`config.mk`:
```
export PLATFORM = sky130hd
export DESIGN_NAME = bf16_div_seq
export DESIGN_NICKNAME = d
export VERILOG_FILES = /design/src/rtl/bf16_div_seq.sv
export SDC_FILE = /design/constraint.sdc
export NUM_CORES = 1
export LEC_CHECK = 0
export CAP_MARGIN = 20
export CORE_MARGIN = 2
export CORE_UTILIZATION = 45
export CTS_BUF_LIST = sky130_fd_sc_hd__clkbuf_8
export CTS_CLUSTER_SIZE = 8
export DETAILED_ROUTE_END_ITERATION = 8
export PLACE_DENSITY = 0.78
export SLEW_MARGIN = 20
export SYNTH_ARGS = -nofsm -noshare
export SYNTH_HDL_FRONTEND = slang
export SYNTH_SLANG_ARGS = --single-unit
```
`constraint.sdc`:
```
create_clock -name clk -period 3.2 [get_ports clk]
set_input_delay 0.64 -clock clk [delete_from_list [all_inputs] [get_ports clk]]
set_output_delay 0.64 -clock clk [all_outputs]
set_load 0.03 [all_outputs]
```
`src/rtl/bf16_div_seq.sv`:
```
// Sequential bfloat16 divider (a / b): restoring mantissa division, one quotient bit per clock.
// Optional macro BF16_DIV_ROUND_NEAREST_EN selects round-to-nearest-even; default truncates.
module bf16_div_seq #(
    parameter int N     = 16,
    parameter int QBITS = 10
) (
    input  logic         clk,
    input  logic         rst,
    input  logic         in_valid,
    output logic         in_ready,
    input  logic [N-1:0] a,
    input  logic [N-1:0] b,
    output logic         out_valid,
    input  logic         out_ready,
    output logic [N-1:0] result,
    output logic         overflow,
    output logic         underflow,
    output logic         div_by_zero,
    output logic         invalid
);

    typedef enum logic [1:0] {IDLE, DIVIDE, NORM, DONE} state_t;

    state_t state_reg, state_next;

    logic                    sign_reg;
    logic signed [9:0]       exp_reg;
    logic [7:0]              mb_reg;
    logic [9:0]              rem_reg;
    logic [QBITS-1:0]        q_reg;
    logic [3:0]              cnt_reg;
    logic [N-1:0]            result_reg;
    logic                    overflow_reg;
    logic                    underflow_reg;
    logic                    div_by_zero_reg;
    logic                    invalid_reg;

    // Operand classification, identical for both inputs
    logic [N-1:0] opnd [2];
    logic [1:0]   is_zero;
    logic [1:0]   is_inf;
    logic [1:0]   is_nan;

    assign opnd[0] = a;
    assign opnd[1] = b;

    genvar gi;
    generate
        for (gi = 0; gi < 2; gi++) begin : g_cls
            assign is_zero[gi] = (opnd[gi][14:7] == 8'h00);
            assign is_inf[gi]  = (opnd[gi][14:7] == 8'hFF) && (opnd[gi][6:0] == 7'h00);
            assign is_nan[gi]  = (opnd[gi][14:7] == 8'hFF) && (opnd[gi][6:0] != 7'h00);
        end
    endgenerate

    logic              sgn;
    logic              sp_hit;
    logic [N-1:0]      sp_result;
    logic              sp_invalid;
    logic              sp_dbz;
    logic signed [9:0] e_init;

    assign sgn    = a[15] ^ b[15];
    assign e_init = $signed({2'b00, a[14:7]}) - $signed({2'b00, b[14:7]}) + 10'sd127;

    always_comb begin
        sp_hit     = 1'b1;
        sp_result  = 16'h0000;
        sp_invalid = 1'b0;
        sp_dbz     = 1'b0;
        if (is_nan[0] || is_nan[1] || (is_zero[0] && is_zero[1]) || (is_inf[0] && is_inf[1])) begin
            sp_result  = 16'h7FC0;
            sp_invalid = 1'b1;
        end else if (is_inf[0]) begin
            sp_result = {sgn, 8'hFF, 7'h00};
        end else if (is_zero[1]) begin
            sp_result = {sgn, 8'hFF, 7'h00};
            sp_dbz    = 1'b1;
        end else if (is_inf[1] || is_zero[0]) begin
            sp_result = {sgn, 15'h0000};
        end else begin
            sp_hit = 1'b0;
        end
    end

    // One restoring-division step; remainder is stored pre-shifted for the next bit
    logic       rem_ge;
    logic [9:0] rem_sub;

    assign rem_ge  = (rem_reg >= {2'b00, mb_reg});
    assign rem_sub = rem_ge ? (rem_reg - {2'b00, mb_reg}) : rem_reg;

    // Normalisation and rounding of the finished quotient
    logic [7:0]        mant_pre;
    logic [7:0]        mant_fin;
    logic              guard;
    logic              sticky;
    logic signed [9:0] e_norm;
    logic signed [9:0] e_fin;
    logic [N-1:0]      norm_result;
    logic              norm_ovf;
    logic              norm_unf;
    logic              norm_unused;

    always_comb begin
        if (q_reg[9]) begin
            mant_pre = q_reg[9:2];
            guard    = q_reg[1];
            sticky   = q_reg[0] | (rem_reg != 10'd0);
            e_norm   = exp_reg;
        end else begin
            mant_pre = q_reg[8:1];
            guard    = q_reg[0];
            sticky   = (rem_reg != 10'd0);
            e_norm   = exp_reg - 10'sd1;
        end
    end

`ifdef BF16_DIV_ROUND_NEAREST_EN
    logic       round_up;
    logic [8:0] mant_sum;

    assign round_up = guard & (sticky | mant_pre[0]);
    assign mant_sum = {1'b0, mant_pre} + {8'h00, round_up};

    always_comb begin
        if (mant_sum[8]) begin
            mant_fin = 8'h80;
            e_fin    = e_norm + 10'sd1;
        end else begin
            mant_fin = mant_sum[7:0];
            e_fin    = e_norm;
        end
    end
`else
    assign mant_fin = mant_pre;
    assign e_fin    = e_norm;
`endif

    // Hidden bit is always set; guard/sticky only matter when rounding
    assign norm_unused = ^{guard, sticky, mant_fin[7]};

    always_comb begin
        norm_result = {sign_reg, e_fin[7:0], mant_fin[6:0]};
        norm_ovf    = 1'b0;
        norm_unf    = 1'b0;
        if (e_fin >= 10'sd255) begin
            norm_result = {sign_reg, 8'hFF, 7'h00};
            norm_ovf    = 1'b1;
        end else if (e_fin <= 10'sd0) begin
            norm_result = {sign_reg, 15'h0000};
            norm_unf    = 1'b1;
        end
    end

    always_ff @(posedge clk or posedge rst) begin
        if (rst) begin
            state_reg <= IDLE;
        end else begin
            state_reg <= state_next;
        end
    end

    always_comb begin
        state_next = state_reg;
        case (state_reg)
            IDLE: begin
                if (in_valid) begin
                    state_next = sp_hit ? DONE : DIVIDE;
                end
            end
            DIVIDE: begin
                if (cnt_reg == 4'(QBITS - 1)) begin
                    state_next = NORM;
                end
            end
            NORM: begin
                state_next = DONE;
            end
            DONE: begin
                if (out_ready) begin
                    state_next = IDLE;
                end
            end
            default: begin
                state_next = IDLE;
            end
        endcase
    end

    always_ff @(posedge clk or posedge rst) begin
        if (rst) begin
            sign_reg        <= 1'b0;
            exp_reg         <= 10'sd0;
            mb_reg          <= 8'h00;
            rem_reg         <= 10'd0;
            q_reg           <= '0;
            cnt_reg         <= 4'd0;
            result_reg      <= '0;
            overflow_reg    <= 1'b0;
            underflow_reg   <= 1'b0;
            div_by_zero_reg <= 1'b0;
            invalid_reg     <= 1'b0;
        end else begin
            case (state_reg)
                IDLE: begin
                    if (in_valid) begin
                        sign_reg <= sgn;
                        if (sp_hit) begin
                            result_reg      <= sp_result;
                            overflow_reg    <= 1'b0;
                            underflow_reg   <= 1'b0;
                            div_by_zero_reg <= sp_dbz;
                            invalid_reg     <= sp_invalid;
                        end else begin
                            rem_reg <= {3'b001, a[6:0]};
                            mb_reg  <= {1'b1, b[6:0]};
                            exp_reg <= e_init;
                            q_reg   <= '0;
                            cnt_reg <= 4'd0;
                        end
                    end
                end
                DIVIDE: begin
                    rem_reg <= rem_sub << 1;
                    q_reg   <= {q_reg[QBITS-2:0], rem_ge};
                    cnt_reg <= cnt_reg + 4'd1;
                end
                NORM: begin
                    result_reg      <= norm_result;
                    overflow_reg    <= norm_ovf;
                    underflow_reg   <= norm_unf;
                    div_by_zero_reg <= 1'b0;
                    invalid_reg     <= 1'b0;
                end
                default: begin
                end
            endcase
        end
    end

    assign in_ready    = (state_reg == IDLE) & ~rst;
    assign out_valid   = (state_reg == DONE);
    assign result      = result_reg;
    assign overflow    = overflow_reg;
    assign underflow   = underflow_reg;
    assign div_by_zero = div_by_zero_reg;
    assign invalid     = invalid_reg;

endmodule

```
==> results.txt <==
vias in the first global route - 3565
number of enable flip-flop cells after synthesis - 0
pwr dens - 915 mW/mm2
IO Port Bufs - 57
Worst path slowest cell - clkdlybuf4s50_1
gp weighted congestion - 0.871
WL/cell - 14.8 um
area delta synth->final - 23.9%
Fin. Hold Viols - 0
critical path's top delay family - adder cells
count of different cell masters after synthesis - 55
grt ovf - 0
CP dominant cell by count - inv_1
skew final - 0.00923 ns
Post-Synthesis Cells - 472
Die ar. - 0.0102 mm2
Post-Syn Area per Cell - 8.94 um2
Total GRT Usage - 20.5%
CTS Buffer Depth - 2
remaining routing DRC violations - 0
fraction of registers with async set/reset - 100%
status - completed
Final HPWL DP - 7380 um
DR top layer - met4
Buffers & Inverters on Critical Path - 4
top-area cell type share of the netlist area - 38.6%
initial core utilization - 46.1%
CTS tree - done
min Tclk post-route - 3.00 ns
yosys warns - 0
Crit Path Class - in2reg
CP Max Fanout - 3
detailed-route vias per instance - 5.64
ant diodes - 0
wirelength, routed - 9730 um
Tot Pwr - 4.78 mW
initial antenna violation count - 0
worst-margin pin slew - 1.06 ns
Leak - 2.26 nW
top cells by count, synth - nand2_1, dfrtp_1, inv_1, a21oi_1, o21ai_0
Cell Area, Synth - 0.00422 mm2
met1 wire length - 4480 um
Area contributors post-synth - dfrtp_1, ha_1, nand2_1
CP required - 3.43 ns
die width - 101 um
Critical Path AT - 3.23 ns
Layout fillers - 795
Clock Latency Late Sink - 0.34 ns
global-route wire length before repair - 16600 um
relative max-transition margin - 29.2%
cts bufs inserted - 9
fin. max-slew vios - 0
via count - 3704
htree depth - 3
Core ar. - 0.00915 mm2
Max-Cap Viols - 0
Worst-path clk slew - 0.07 ns
Synth Flop Type - dfrtp_1
Syn Nets - 535
fin cells - 657
placed insts - 642
largest net degree at the start of global routing - 66
crit end category - flip-flop
Clock Sinks - 65
crit-path cells - clkdlybuf4s50_1, inv_1, ha_1, inv_1, fa_1, inv_1, ha_1, nand3_1, mux2_2, a211oi_2, nand2_1, and4_1, a211o_1
Startpoint Class - input port
final net count - 605
Setup violations, final - 0
I/O Pins - 58
initial drt markers - 244
layout cell share with drive strength beyond 1 - 10.3%
clock root buffer master - clkbuf_8
Seq/Total Area, Yosys - 38.6%
RSZ-0062 raised after global routing - false
most frequent cell after synthesis - nand2_1
antenna-violating nets left - 0
FMAX - 0.334 GHz
Final period util - 93.6%
num rows - 35
TritonRoute pass-1 iters - 4
cell taking the most area after synthesis - dfrtp_1
met2 WL post-DR - 4430 um
max reg flops - 16
CP peak stage delay - 0.48 ns
Die H - 101 um
VDD IR max - 612 uV
Synth Register Bits - 65
Hold Buf Count CTS - 0
met3 routed WL - 586 um
type of the worst min-delay path - reg2reg
[stage by stage]
stage                     hold WS, ns  util, %  setup WS (ns)  cell area (um2)  setup TNS [ns]
after floorplan                 0.418        -          0.322             4220               0
after global placement          0.436     54.9         -0.179             5030          -0.194
after detailed placement        0.440     54.9         -0.236             5030          -0.482
after CTS                       0.459     57.0          0.128             5220               0
after global routing            0.485     57.1       0.000743             5230               0
final                           0.456     57.1          0.205             5230               0
[cell families (layout without fill, tap and decap cells)]
kind of cell	count (synthesis)	after routing	share of synthesized area (%)
mux	18	18	4.42
simple gates	166	166	20.1
flops	65	65	38.6
buf+inv	50	124	4.63
fa+ha+maj	27	27	8.37
compound gates	118	118	18.1
xor+xnor	28	28	5.81
[tightest hold or removal path: cells and delay by family (launching register included)]
family,cells,cell delay [ns]
flip-flops,1,0.33
buffers and inverters,1,0.05
AND/OR/NAND/NOR,1,0.05
[power by group]
group / internal, mW / switching [mW] / total (mW)
registers: 1.11 / 0.266 / 1.38
logic: 1.21 / 1.51 / 2.72
clock network: 0.375 / 0.317 / 0.692
total: 2.69 / 2.10 / 4.78
[area by class of cell]
cell class | instances | area [um2] | share of cell area (%)
clock buffers | 10 | 138 | 2.63
clock inverters | 5 | 56.3 | 1.08
inverters | 32 | 120 | 2.30
multi-input cells | 357 | 2400 | 45.9
flip-flops and latches | 65 | 1630 | 31.1
well taps | 111 | 139 | 2.66
repair buffers | 77 | 746 | 14.3
[final timing paths]
path | start | end | slack, ns | depth (start not counted)
min in group asynchronous | rst | rem_reg[4]$_DFFE_PP0P_ | 0.70 | 3
max reg2reg | rem_reg[2]$_DFFE_PP0P_ | rem_reg[2]$_DFFE_PP0P_ | 0.37 | 9
min reg2reg | mb_reg[7]$_DFFE_PP0P_ | mb_reg[7]$_DFFE_PP0P_ | 0.46 | 2
max in group asynchronous | rst | mb_reg[2]$_DFFE_PP0P_ | 2.20 | 3
max | a[7] | exp_reg[8]$_DFFE_PP0P_ | 0.20 | 13
min | mb_reg[7]$_DFFE_PP0P_ | mb_reg[7]$_DFFE_PP0P_ | 0.46 | 2
[layer usage]
metal	global-route usage, %	up-vias
met4	6.74	0
met1	27.0	1707
met3	5.13	26
met5	0	-
li1	-	1846
met2	33.0	125
[cells in the final DEF, fill, tap and decap left out, types with 11 or more instances in the layout]
cell             synthesis  routed
clkdlybuf4s50_1          0      57
buf_4                    0      18
o31ai_1                 12      12
nor2_1                  20      20
inv_1                   31      30
nand3_1                 21      21
o22ai_1                 12      12
mux2i_1                 13      13
xor2_1                  11      11
dfrtp_1                 65      65
xnor2_1                 17      17
ha_1                    25      25
nand2_1                 70      70
a21oi_1                 30      30
o21ai_0                 26      26
[what timing repair did]
item / in CTS / in global routing
buffers inserted: 0 / 0
endpoints found under the setup margin: 0 / 1
resized for setup: 0 / 1
(Power assumes the default switching activity.)
